<file path="src/rtl/alu_issue_stage.sv">
// ID->EX issue register: decodes RV32I OP/OP-IMM/LUI/AUIPC into ALU func code + operands.
// Latency 1 cycle; in_ready = !out_valid | out_ready, outputs hold bit-stable while stalled.
// Optional illegal-encoding flag output enabled by defining ILLEGAL_DETECT_EN.
module alu_issue_stage #(
    parameter int DATA_W = 32,
    parameter int FUNC_W = 4
) (
    input  logic              clk,
    input  logic              rst,
    input  logic              in_valid,
    output logic              in_ready,
    input  logic [31:0]       instr,
    input  logic [DATA_W-1:0] pc,
    input  logic [DATA_W-1:0] rs1_data,
    input  logic [DATA_W-1:0] rs2_data,
    input  logic              flush,
    output logic              out_valid,
    input  logic              out_ready,
    output logic [FUNC_W-1:0] alu_func,
    output logic [DATA_W-1:0] alu_op1,
    output logic [DATA_W-1:0] alu_op2,
    output logic [4:0]        rd_addr,
`ifdef ILLEGAL_DETECT_EN
    output logic              illegal,
`endif
    output logic              rd_we
);

    localparam logic [FUNC_W-1:0] F_ZERO = FUNC_W'(0);
    localparam logic [FUNC_W-1:0] F_ADD  = FUNC_W'(1);
    localparam logic [FUNC_W-1:0] F_SUB  = FUNC_W'(2);
    localparam logic [FUNC_W-1:0] F_SLL  = FUNC_W'(3);
    localparam logic [FUNC_W-1:0] F_SLT  = FUNC_W'(4);
    localparam logic [FUNC_W-1:0] F_XOR  = FUNC_W'(5);
    localparam logic [FUNC_W-1:0] F_OR   = FUNC_W'(6);
    localparam logic [FUNC_W-1:0] F_AND  = FUNC_W'(7);
    localparam logic [FUNC_W-1:0] F_SRL  = FUNC_W'(8);
    localparam logic [FUNC_W-1:0] F_SRA  = FUNC_W'(9);
    localparam logic [FUNC_W-1:0] F_SLTU = FUNC_W'(10);

    localparam logic [6:0] OPC_OP    = 7'b0110011;
    localparam logic [6:0] OPC_IMM   = 7'b0010011;
    localparam logic [6:0] OPC_LUI   = 7'b0110111;
    localparam logic [6:0] OPC_AUIPC = 7'b0010111;

    localparam logic [6:0] F7_BASE = 7'h00;
    localparam logic [6:0] F7_ALT  = 7'h20;

    logic [6:0]        opcode;
    logic [2:0]        funct3;
    logic [6:0]        funct7;
    logic [DATA_W-1:0] imm_i;
    logic [DATA_W-1:0] imm_u;
    logic [DATA_W-1:0] shamt;
    logic [FUNC_W-1:0] d_func;
    logic [DATA_W-1:0] d_op1;
    logic [DATA_W-1:0] d_op2;
    logic              d_bad;
    logic              load;

    assign opcode = instr[6:0];
    assign funct3 = instr[14:12];
    assign funct7 = instr[31:25];
    assign imm_i  = {{(DATA_W-12){instr[31]}}, instr[31:20]};
    assign imm_u  = DATA_W'({instr[31:12], 12'b0});
    assign shamt  = DATA_W'(instr[24:20]);

    assign in_ready = !out_valid || out_ready;
    assign load     = in_valid && in_ready && !flush;

    // funct3 -> func for the encodings that carry no funct7 alternative
    function automatic logic [FUNC_W-1:0] base_func(input logic [2:0] f3);
        case (f3)
            3'b001:  base_func = F_SLL;
            3'b010:  base_func = F_SLT;
            3'b011:  base_func = F_SLTU;
            3'b100:  base_func = F_XOR;
            3'b110:  base_func = F_OR;
            3'b111:  base_func = F_AND;
            default: base_func = F_ADD;
        endcase
    endfunction

    // Decode the incoming instruction into func/operands; bad encodings collapse to ZERO
    always_comb begin
        d_func = F_ZERO;
        d_op1  = '0;
        d_op2  = '0;
        d_bad  = 1'b0;
        case (opcode)
            OPC_OP: begin
                d_op1 = rs1_data;
                d_op2 = rs2_data;
                case (funct3)
                    3'b000: begin
                        if (funct7 == F7_BASE)     d_func = F_ADD;
                        else if (funct7 == F7_ALT) d_func = F_SUB;
                        else                       d_bad  = 1'b1;
                    end
                    3'b101: begin
                        if (funct7 == F7_BASE)     d_func = F_SRL;
                        else if (funct7 == F7_ALT) d_func = F_SRA;
                        else                       d_bad  = 1'b1;
                    end
                    default: begin
                        d_func = base_func(funct3);
                        d_bad  = (funct7 != F7_BASE);
                    end
                endcase
            end
            OPC_IMM: begin
                d_op1 = rs1_data;
                d_op2 = imm_i;
                case (funct3)
                    3'b000: d_func = F_ADD;
                    3'b001: begin
                        d_op2  = shamt;
                        d_func = F_SLL;
                        d_bad  = (funct7 != F7_BASE);
                    end
                    3'b101: begin
                        d_op2 = shamt;
                        if (funct7 == F7_BASE)     d_func = F_SRL;
                        else if (funct7 == F7_ALT) d_func = F_SRA;
                        else                       d_bad  = 1'b1;
                    end
                    default: d_func = base_func(funct3);
                endcase
            end
            OPC_LUI: begin
                d_func = F_ADD;
                d_op2  = imm_u;
            end
            OPC_AUIPC: begin
                d_func = F_ADD;
                d_op1  = pc;
                d_op2  = imm_u;
            end
            default: d_bad = 1'b1;
        endcase
        if (d_bad) begin
            d_func = F_ZERO;
            d_op1  = '0;
            d_op2  = '0;
        end
    end

    // Packet valid: flush beats load, load beats consume
    always_ff @(posedge clk or posedge rst) begin
        if (rst)            out_valid <= 1'b0;
        else if (flush)     out_valid <= 1'b0;
        else if (load)      out_valid <= 1'b1;
        else if (out_ready) out_valid <= 1'b0;
    end

    // Packet payload: captured only on load, so it stays frozen while stalled
    always_ff @(posedge clk or posedge rst) begin
        if (rst) begin
            alu_func <= F_ZERO;
            alu_op1  <= '0;
            alu_op2  <= '0;
            rd_addr  <= 5'd0;
            rd_we    <= 1'b0;
`ifdef ILLEGAL_DETECT_EN
            illegal  <= 1'b0;
`endif
        end else if (load) begin
            alu_func <= d_func;
            alu_op1  <= d_op1;
            alu_op2  <= d_op2;
            rd_addr  <= instr[11:7];
            rd_we    <= !d_bad && (instr[11:7] != 5'd0);
`ifdef ILLEGAL_DETECT_EN
            illegal  <= d_bad;
`endif
        end
    end

endmodule

</file>
<file path="config.mk">
export PLATFORM = sky130hd
export DESIGN_NAME = alu_issue_stage
export DESIGN_NICKNAME = d
export VERILOG_FILES = /design/src/rtl/alu_issue_stage.sv
export SDC_FILE = /design/constraint.sdc
export NUM_CORES = 1
export LEC_CHECK = 0
export ABC_AREA = 0
export ABC_CLOCK_PERIOD_IN_PS = 2570
export CORE_MARGIN = 4
export CORE_UTILIZATION = 35
export DETAILED_ROUTE_END_ITERATION = 8
export PLACE_DENSITY = 0.78
export SLEW_MARGIN = 30
export SYNTH_ARGS = -nofsm -noshare
export SYNTH_HDL_FRONTEND = slang
export SYNTH_SLANG_ARGS = --single-unit
</file>
<file path="constraint.sdc">
create_clock -name clk -period 2.57 [get_ports clk]
set_input_delay 0.514 -clock clk [delete_from_list [all_inputs] [get_ports clk]]
set_output_delay 0.514 -clock clk [all_outputs]
set_load 0.005 [all_outputs]
</file>
Word-level counts from Yosys, hierarchy flattened
Index checks and enable logic that the tools add are counted.
{ "totals": {"ff_bits": 75, "latchBits": 0, "mem_bits_rw": 0, "word_cells": 57, "output_inout_bits": 76, "mem_count": 0, "mem_bits_ro": 0} }
{ "op_classes": {"div_mod_pow": 0, "n_reduce_logical": 16, "n_lt_le_gt_ge": 0, "n_eq_ne": 12, "n_shift": 0, "multipliers": 0, "bitwise_logic": 0, "addsub": 0, "muxes": 23} }
{ "ops": {"columns": ["cell", "count"], "rows": [
  ["$mux W32", 3],
  ["$pmux W32 S3", 1],
  ["$pmux W32 S2", 1],
  ["$pmux W4 S3", 2],
  ["$pmux W4 S6", 1],
  ["$eq A7 B6 Y1 const B", 3],
  ["$pmux W4 S5", 1],
  ["$eq A7 B5 Y1 const B", 2],
  ["$eq A3 B3 Y1 const B", 4],
  ["$mux W4", 3],
  ["$pmux W4 S2", 1],
  ["$reduce_or A2 Y1", 4],
  ["$logic_not A7 Y1", 1],
  ["$reduce_bool A7 Y1", 1],
  ["$eq A3 B2 Y1 const B", 2],
  ["$mux W1", 6],
  ["$reduce_bool A5 Y1", 1],
  ["$mux W2", 2],
  ["$eq A3 B1 Y1 const B", 1],
  ["$logic_and A1 B1 Y1", 3],
  ["$logic_not A1 Y1", 3],
  ["$logic_not A3 Y1", 1],
  ["$pmux W1 S3", 1],
  ["$reduce_bool A3 Y1", 1],
  ["2 further kinds", 2]
]} }

Depth between registers and ports, before layout
Gate-level depths: netlist of the first run.
{ "depth": {"depth_word": 7, "mapped_depth": 8} }

Worst setup path before layout of the first run
Ideal clock, no wire load.
{ "synth_timing": {"path_type": "input port to flip-flop", "start": "input instr[25]", "end": "register alu_op2[12]", "required_time_ns": 2.475, "stages": 5, "arrival_time_ns": 2.011, "setup_slack_ns": 0.463, "setup_time_ns": 0.095, "path_cell_list": "or4_4 o311ai_4 nand4_4 buf_4 o31ai_1"} }
{ "synth_via": {"elab_chain_cells": 6} }
{ "synth_rtl": {"columns": ["element", "line", "rtl"], "rows": [
  ["from (decl)", "12", "input logic [31:0] instr,"],
  ["$eq A7 B6 Y1", "97, 102, 124", null],
  ["$mux W1", "97, 102, 124", null],
  ["$mux W1", "96", "if (funct7 == F7_BASE) d_func = F_ADD;"],
  ["$pmux W1 S2 / $mux W1 (equally long branches)", null, null],
  ["$pmux W1 S3 (*)", "90", "case (opcode)"],
  ["$mux W32 (*)", "141", "if (d_bad) begin"],
  ["to (signal assigned)", "170", "alu_op2 <= d_op2;"],
  ["to (decl)", "21", "output logic [DATA_W-1:0] alu_op2,"]
]} }
Mark *: on every way between the ends. The rest lies on a longest branch, timed or not.
A chain may end at the register's enable or synchronous reset.

Worst setup path after layout of the first run
{ "layout_timing": {"start": "input instr[25]", "end": "register alu_op2[13]"} }
Same word-level chain as after synthesis.

==> flow_metrics.tcl, run 1 <==
set metrics [dict create \
    status "completed" \
    min-delay-start "alu_func[0]$_DFFE_PP0P_" \
    swShare_pct 23.9 \
    dr.first_iter.drc_count 190 \
    min_period_ns 2.34 \
    cp-start-kind "primary input" \
    cts.repair.resized 0 \
    die-area_um2 12000 \
    clock_skew_ns 0.00822 \
    cp.arrival_ns 2.57 \
    chipHeight_um 110 \
    num_vias 3815 \
    cts_num_sinks 75 \
    fmax_mhz 427 \
    grt_pass1_vias 4069 \
    grt_use_total_pct 21.4 \
    slew_viol_final 0 \
    synth_top_cell_area_share_pct 51.8 \
    combPwrFrac_pct 19.4 \
    grt_pass1_wl_um 19900 \
    drt-pass1-iter-count 4 \
    diodes 0 \
    ys.flop_type "dfrtp_1" \
    p_sw_uw 644 \
    total_power_mw 2.69 \
    grt_overflow 0 \
    ant_nets 0 \
    core.rowCount 36 \
    path_max_fanout 22 \
    cts_setup_buffers 0 \
    p_clk_share_pct 35.3 \
    postSynthAreaPerCell_um2 9.34 \
    crit_required_ns 2.80 \
    synth_edf_count 0 \
    drc_errors 0 \
    synth.area.top_cells "dfrtp_1 52%, o31ai_1 7.5%, nand2_1 7.4%, a22oi_1 7.0%, o21ai_0 4.6%" \
    vdd_ir_drop_max_v 0.000398 \
    cap_violations 0 \
    path_class "primary input to flop" \
    wl_per_cell_um 17.8 \
    cts_root_buffer "clkbuf_8" \
    timing.rr.start "out_valid$_DFFE_PP0P_" \
    synthesis.nets 521 \
    yosys_warnings 0 \
    hold_buffers 0 \
    tightest_slew_ns 0.487 \
    fillCellCount 834 \
    clkLatencyLatePin_ns 0.33 \
    relSlewSlack_pct 67.5 \
    ys_seq_elements 75 \
    dieWidth_um 110 \
    dp.cells 721 \
    post-route-period-util_pct 91.1 \
    yosysTopAreaCell "dfrtp_1" \
    finalHoldViolations 0 \
    setup.worst_path.start "instr[25]" \
    viasPerCell 5.19 \
    rsz0062_at_grt "false" \
    start_util_pct 36.6 \
    areaGrowthSynthToFinish_pct 70.3 \
    coreArea_um2 9910 \
    cts_max_level 3 \
    drive_above_1_share_pct 8.80 \
    hpwl_um 10100 \
    cts_tree "done" \
    clk_pin_slew_ns 0.07 \
    gp_congestion 0.900 \
    ys_seq_area_share_pct 51.8 \
    async_flop_share_pct 100 \
    intPower_mw 2.05 \
    wl_um 13100 \
    power_frac_seq_pct 45.2 \
    rrSetupSlack_ns 0.66 \
    pwr_density_cell_nw_per_um2 436 \
    multi_input_area_um2 1600 \
    cts_buffer_depth 2 \
    grt_max_degree 76 \
    critPathCaptureType "flop" \
    finalCoreUtilization_pct 62.2 \
    antenna_found_initial 0 \
    numCtsBuffers 9 \
    netlist_instances 388 \
    io_buffers 208 \
    synth_area_um2 3620 \
    setup_viol 0 \
    synth_cell_type_count 36 \
    hold_path.class "flop to flop" \
    seqCellArea_um2 1880 \
    io_pins 209 \
    fin_cells 735 \
    layout.nets 732 \
    p_leak_nw 2.52 \
]
power groups by stage:
stage	clock [mW]	sequential [mW]	combinational (mW)
6_report	0.950	1.22	0.522
5_1_grt	1.02	1.22	0.564
4_1_cts	0.968	1.22	0.526
3_5_place_dp	0	1.24	0.524
3_3_place_gp	0	1.24	0.513
2_1_floorplan	0	1.24	0.177
path summary, 6_finish.rpt:
kind | to | cells after the start
min reg2reg | alu_func[0]$_DFFE_PP0P_ | 2
max | alu_op2[13]$_DFFE_PP0P_ | 6
min | alu_func[0]$_DFFE_PP0P_ | 2
max in group asynchronous | alu_op1[5]$_DFFE_PP0P_ | 3
max reg2reg | alu_op2[13]$_DFFE_PP0P_ | 6
min in group asynchronous | alu_op1[30]$_DFFE_PP0P_ | 3
critical path, stage by stage:
cell and delay [ns]:
clkdlybuf4s50_1 0.45, or4_4 0.59, o311ai_4 0.36, nand4_4 0.16
buf_12 0.19, o31ai_1 0.30
logic make-up (layout without fill, tap and decap cells):
logic type      Yosys count  after routing  synth area share, %
compound gates          141            141                 25.6
simple gates            124            124                 15.2
flops                    75             75                 51.8
buf+inv                  37            251                 4.21
mux                      10             10                 2.94
xor+xnor                  1              1                0.242
flip-flops by register name (all words and copies together), names as in the netlist:
| signal | flops |
|---|---|
| rd_addr | 5 |
| alu_op1 | 32 |
| out_valid | 1 |
| alu_func | 4 |
| rd_we | 1 |
| alu_op2 | 32 |
stage by stage:
stage          TNS [ns]  worst slack [ns]  hold WS [ns]  instance area (µm²)
3_3_place_gp    -0.0353           -0.0108         0.460                 5960
3_5_place_dp      -1.24           -0.0837         0.472                 5960
4_1_cts               0             0.204         0.490                 6170
6_report              0             0.229         0.486                 6170
5_1_grt               0             0.144         0.511                 6170
2_1_floorplan         0             0.146         0.473                 3620
synthesized netlist by cell type (2+ instances only):
library cell / number
a22oi_1: 34
o21ai_1: 5
dfrtp_1: 75
mux2i_1: 5
a31oi_1: 6
inv_1: 3
nand2b_1: 4
nor2b_1: 7
nor4_1: 2
and2_1: 6
nor2_1: 27
o21ai_0: 33
o31ai_1: 36
buf_2: 2
mux2_2: 5
nand2_1: 71
clkbuf_1: 28
a21oi_1: 21
placed cells by master (no fill, tap or decap), types with 2 or more instances in the layout:
| cell type | instances |
|---|---|
| a31oi_1 | 6 |
| buf_4 | 22 |
| mux2_2 | 5 |
| o21ai_1 | 5 |
| mux2i_1 | 5 |
| nand2_1 | 71 |
| nor4_1 | 2 |
| bufinv_16 | 2 |
| nand2b_1 | 3 |
| dfrtp_1 | 75 |
| clkdlybuf4s50_1 | 208 |
| o31ai_1 | 36 |
| a22oi_1 | 34 |
| and2_1 | 6 |
| inv_1 | 2 |
| clkinvlp_4 | 2 |
| nor2_1 | 26 |
| buf_12 | 3 |
| clkinv_2 | 2 |
| clkbuf_8 | 9 |
| nor2b_1 | 7 |
| a21oi_1 | 21 |
| o21ai_0 | 33 |
layout make-up:
class | count | share of cell area (%)
Clock inverter | 5 | 1.30
Clock buffer | 9 | 2.01
Tap cell | 133 | 2.70
Timing Repair Buffer | 233 | 37.4
Sequential cell | 75 | 30.4
Inverter | 4 | 0.264
Multi-Input combinational cell | 276 | 25.9
metal layers:
layer	part of all wire [%]	vias to the layer above	global-route usage, %
met5	0	-	0
met4	2.8	0	9.62
met3	8.7	28	5.23
met2	50	192	37.1
met1	39	1786	24.8
li1	-	1809	-
Power figures use the tool's default switching activity.
==> run 2: changes to the inputs <==
- CORE_MARGIN: 4 -> 5
==> run 2 against run 1 <==
Against the previous run: total power up 0.85%; flip-flop and latch count did not move; worst hold slack worse by 0.0045 ns; critical path depth did not move; clock skew increased by 0.0054 ns; clock power grew 3.3%; fmax increased by 0.36%; sequential power about the same; wire length down 2.3%; largest cell class unchanged; highest routed layer unchanged.
==> flow_metrics.tcl, run 2 (same netlist as run 1, synthesis figures left out) <==
set metrics [dict create \
    cts_root_buffer "clkbuf_8" \
    diodes 0 \
    relSlewSlack_pct 68.9 \
    seqCellArea_um2 1880 \
    multi_input_area_um2 1600 \
    fin_tns_setup_ns 0 \
    vdd_ir_drop_max_v 0.000221 \
    p_leak_nw 2.52 \
    layout_commonest_cell "clkdlybuf4s50_1" \
    clock_skew_ns 0.0136 \
    critPathCaptureType "flop" \
    grt_max_degree 76 \
    fmax_mhz 429 \
    slew_viol_final 0 \
    start_util_pct 35.4 \
    hold_buffers 0 \
    pwr_density_cell_nw_per_um2 440 \
    clk_pin_slew_ns 0.08 \
    drive_above_1_share_pct 8.80 \
    min_period_ns 2.33 \
    wl_um 12800 \
    cts_max_level 3 \
    gp_congestion 0.885 \
    finalHoldViolations 0 \
    post-route-period-util_pct 90.8 \
    clkLatencyLatePin_ns 0.35 \
    cts_tree "done" \
    grt_overflow 0 \
    cts_buffer_depth 2 \
    holdWs_ns 0.481 \
    path_cells "clkdlybuf4s50_1, or4_4, o311ai_4, nand4_4, buf_12, o31ai_1" \
    path_max_fanout 24 \
    grt_use_total_pct 20.3 \
    cp-start-kind "primary input" \
    coreArea_um2 10200 \
    crit_required_ns 2.82 \
    die-area_um2 12500 \
    layout_common_cells "208 x clkdlybuf4s50_1, 75 x dfrtp_1, 71 x nand2_1, 36 x o31ai_1, 34 x a22oi_1" \
    grt_pass1_vias 3943 \
    status "completed" \
    num_vias 3879 \
    finalCoreUtilization_pct 60.2 \
    io_buffers 208 \
    tightest_slew_ns 0.467 \
    cts.repair.resized 0 \
    path_class "primary input to flop" \
    dr.first_iter.drc_count 201 \
    hpwl_um 9890 \
    fillCellCount 887 \
    cts_num_sinks 75 \
    hold_path.class "flop to flop" \
    worstPathBufferInverterCount 2 \
    viasPerCell 5.26 \
    top_regs "alu_op1 (32), alu_op2 (32), rd_addr (5)" \
    layout.nets 731 \
    wl_per_cell_um 17.3 \
    cts_setup_buffers 0 \
    setup_viol 0 \
    drc_errors 0 \
    cp.arrival_ns 2.58 \
    dieWidth_um 112 \
    numCtsBuffers 9 \
    core.rowCount 37 \
    drt-pass1-iter-count 7 \
    crit_path_top_delay_cell "or4_4" \
    grt_pass1_wl_um 20400 \
    areaGrowthSynthToFinish_pct 70.1 \
    rsz0062_at_grt "false" \
    slowest_delay_ns 0.60 \
    chipHeight_um 112 \
    cp_top_family "simple AND/OR/NAND/NOR gates" \
    cap_violations 0 \
    io_pins 209 \
    antenna_found_initial 0 \
    ant_nets 0 \
]
==> run 2: cell count changes in the layout (fill, tap and decap cells not counted), sizes merged <==
cell      previous run  this run
clkinvlp             2         1
inv                  3         4
buf                 25        24
clkinv               2         3
==> run 2: stage by stage <==
stage               worst slack, ns  area (µm²)  instances  power (mW)
floorplan                     0.146        3620        388        1.42
detailed placement           -0.116        5950        723        1.76
global placement            -0.0422        5950        723        1.75
CTS                           0.256        6160        738        2.74
finish                        0.237        6160        738        2.71
global route                  0.110        6160        738        2.84
==> run 2: where the power goes <==
part / leakage, nW / switching (mW) / internal (mW)
logic: 1.38 / 0.210 / 0.305
clock network: 0.106 / 0.437 / 0.544
registers: 1.03 / 0.0131 / 1.20
==> run 2: final cells by class <==
cell class	instances	area share [%]
repair buffers	232	37.1
flip-flops and latches	75	30.5
multi-input cells	276	25.9
well taps	136	2.76
clock buffers	9	2.01
clock inverters	6	1.46
inverters	4	0.264
==> run 2: path summary, 6_finish.rpt <==
| kind | from | to | slack [ns] | cells after the start |
|---|---|---|---|---|
| max in group asynchronous | rst | alu_op2[9]$_DFFE_PP0P_ | 1.70 | 3 |
| min reg2reg | alu_op2[1]$_DFFE_PP0P_ | alu_op2[1]$_DFFE_PP0P_ | 0.48 | 2 |
| max | instr[25] | alu_op2[23]$_DFFE_PP0P_ | 0.24 | 6 |
| max reg2reg | out_valid$_DFFE_PP0P_ | alu_op2[23]$_DFFE_PP0P_ | 0.80 | 6 |
| min in group asynchronous | rst | alu_op1[27]$_DFFE_PP0P_ | 0.55 | 3 |
| min | alu_op2[1]$_DFFE_PP0P_ | alu_op2[1]$_DFFE_PP0P_ | 0.48 | 2 |
==> run 2: worst min-delay path, delay by kind of cell (launching register included) <==
family / cells / cell delay, ns
compound gates: 1 / 0.05
flops: 1 / 0.35
simple gates: 1 / 0.05
==> run 2: per-layer routing <==
metal  track usage (%)  up-vias  share of wire, %  wire, µm
met1              25.3     1860                40      5060
met2              33.1      187                49      6330
met5                 0        -                 0         0
met4              7.62        0               2.6       331
li1                  -     1806                 -         -
met3              6.63       26               8.4      1080
==> run 3: changes to the inputs <==
- CAP_MARGIN: not set -> 0
- GPL_TIMING_DRIVEN: not set -> 1
==> results of run 3 <==
No change in the layout: final DEF, timing and power equal those of run 2.
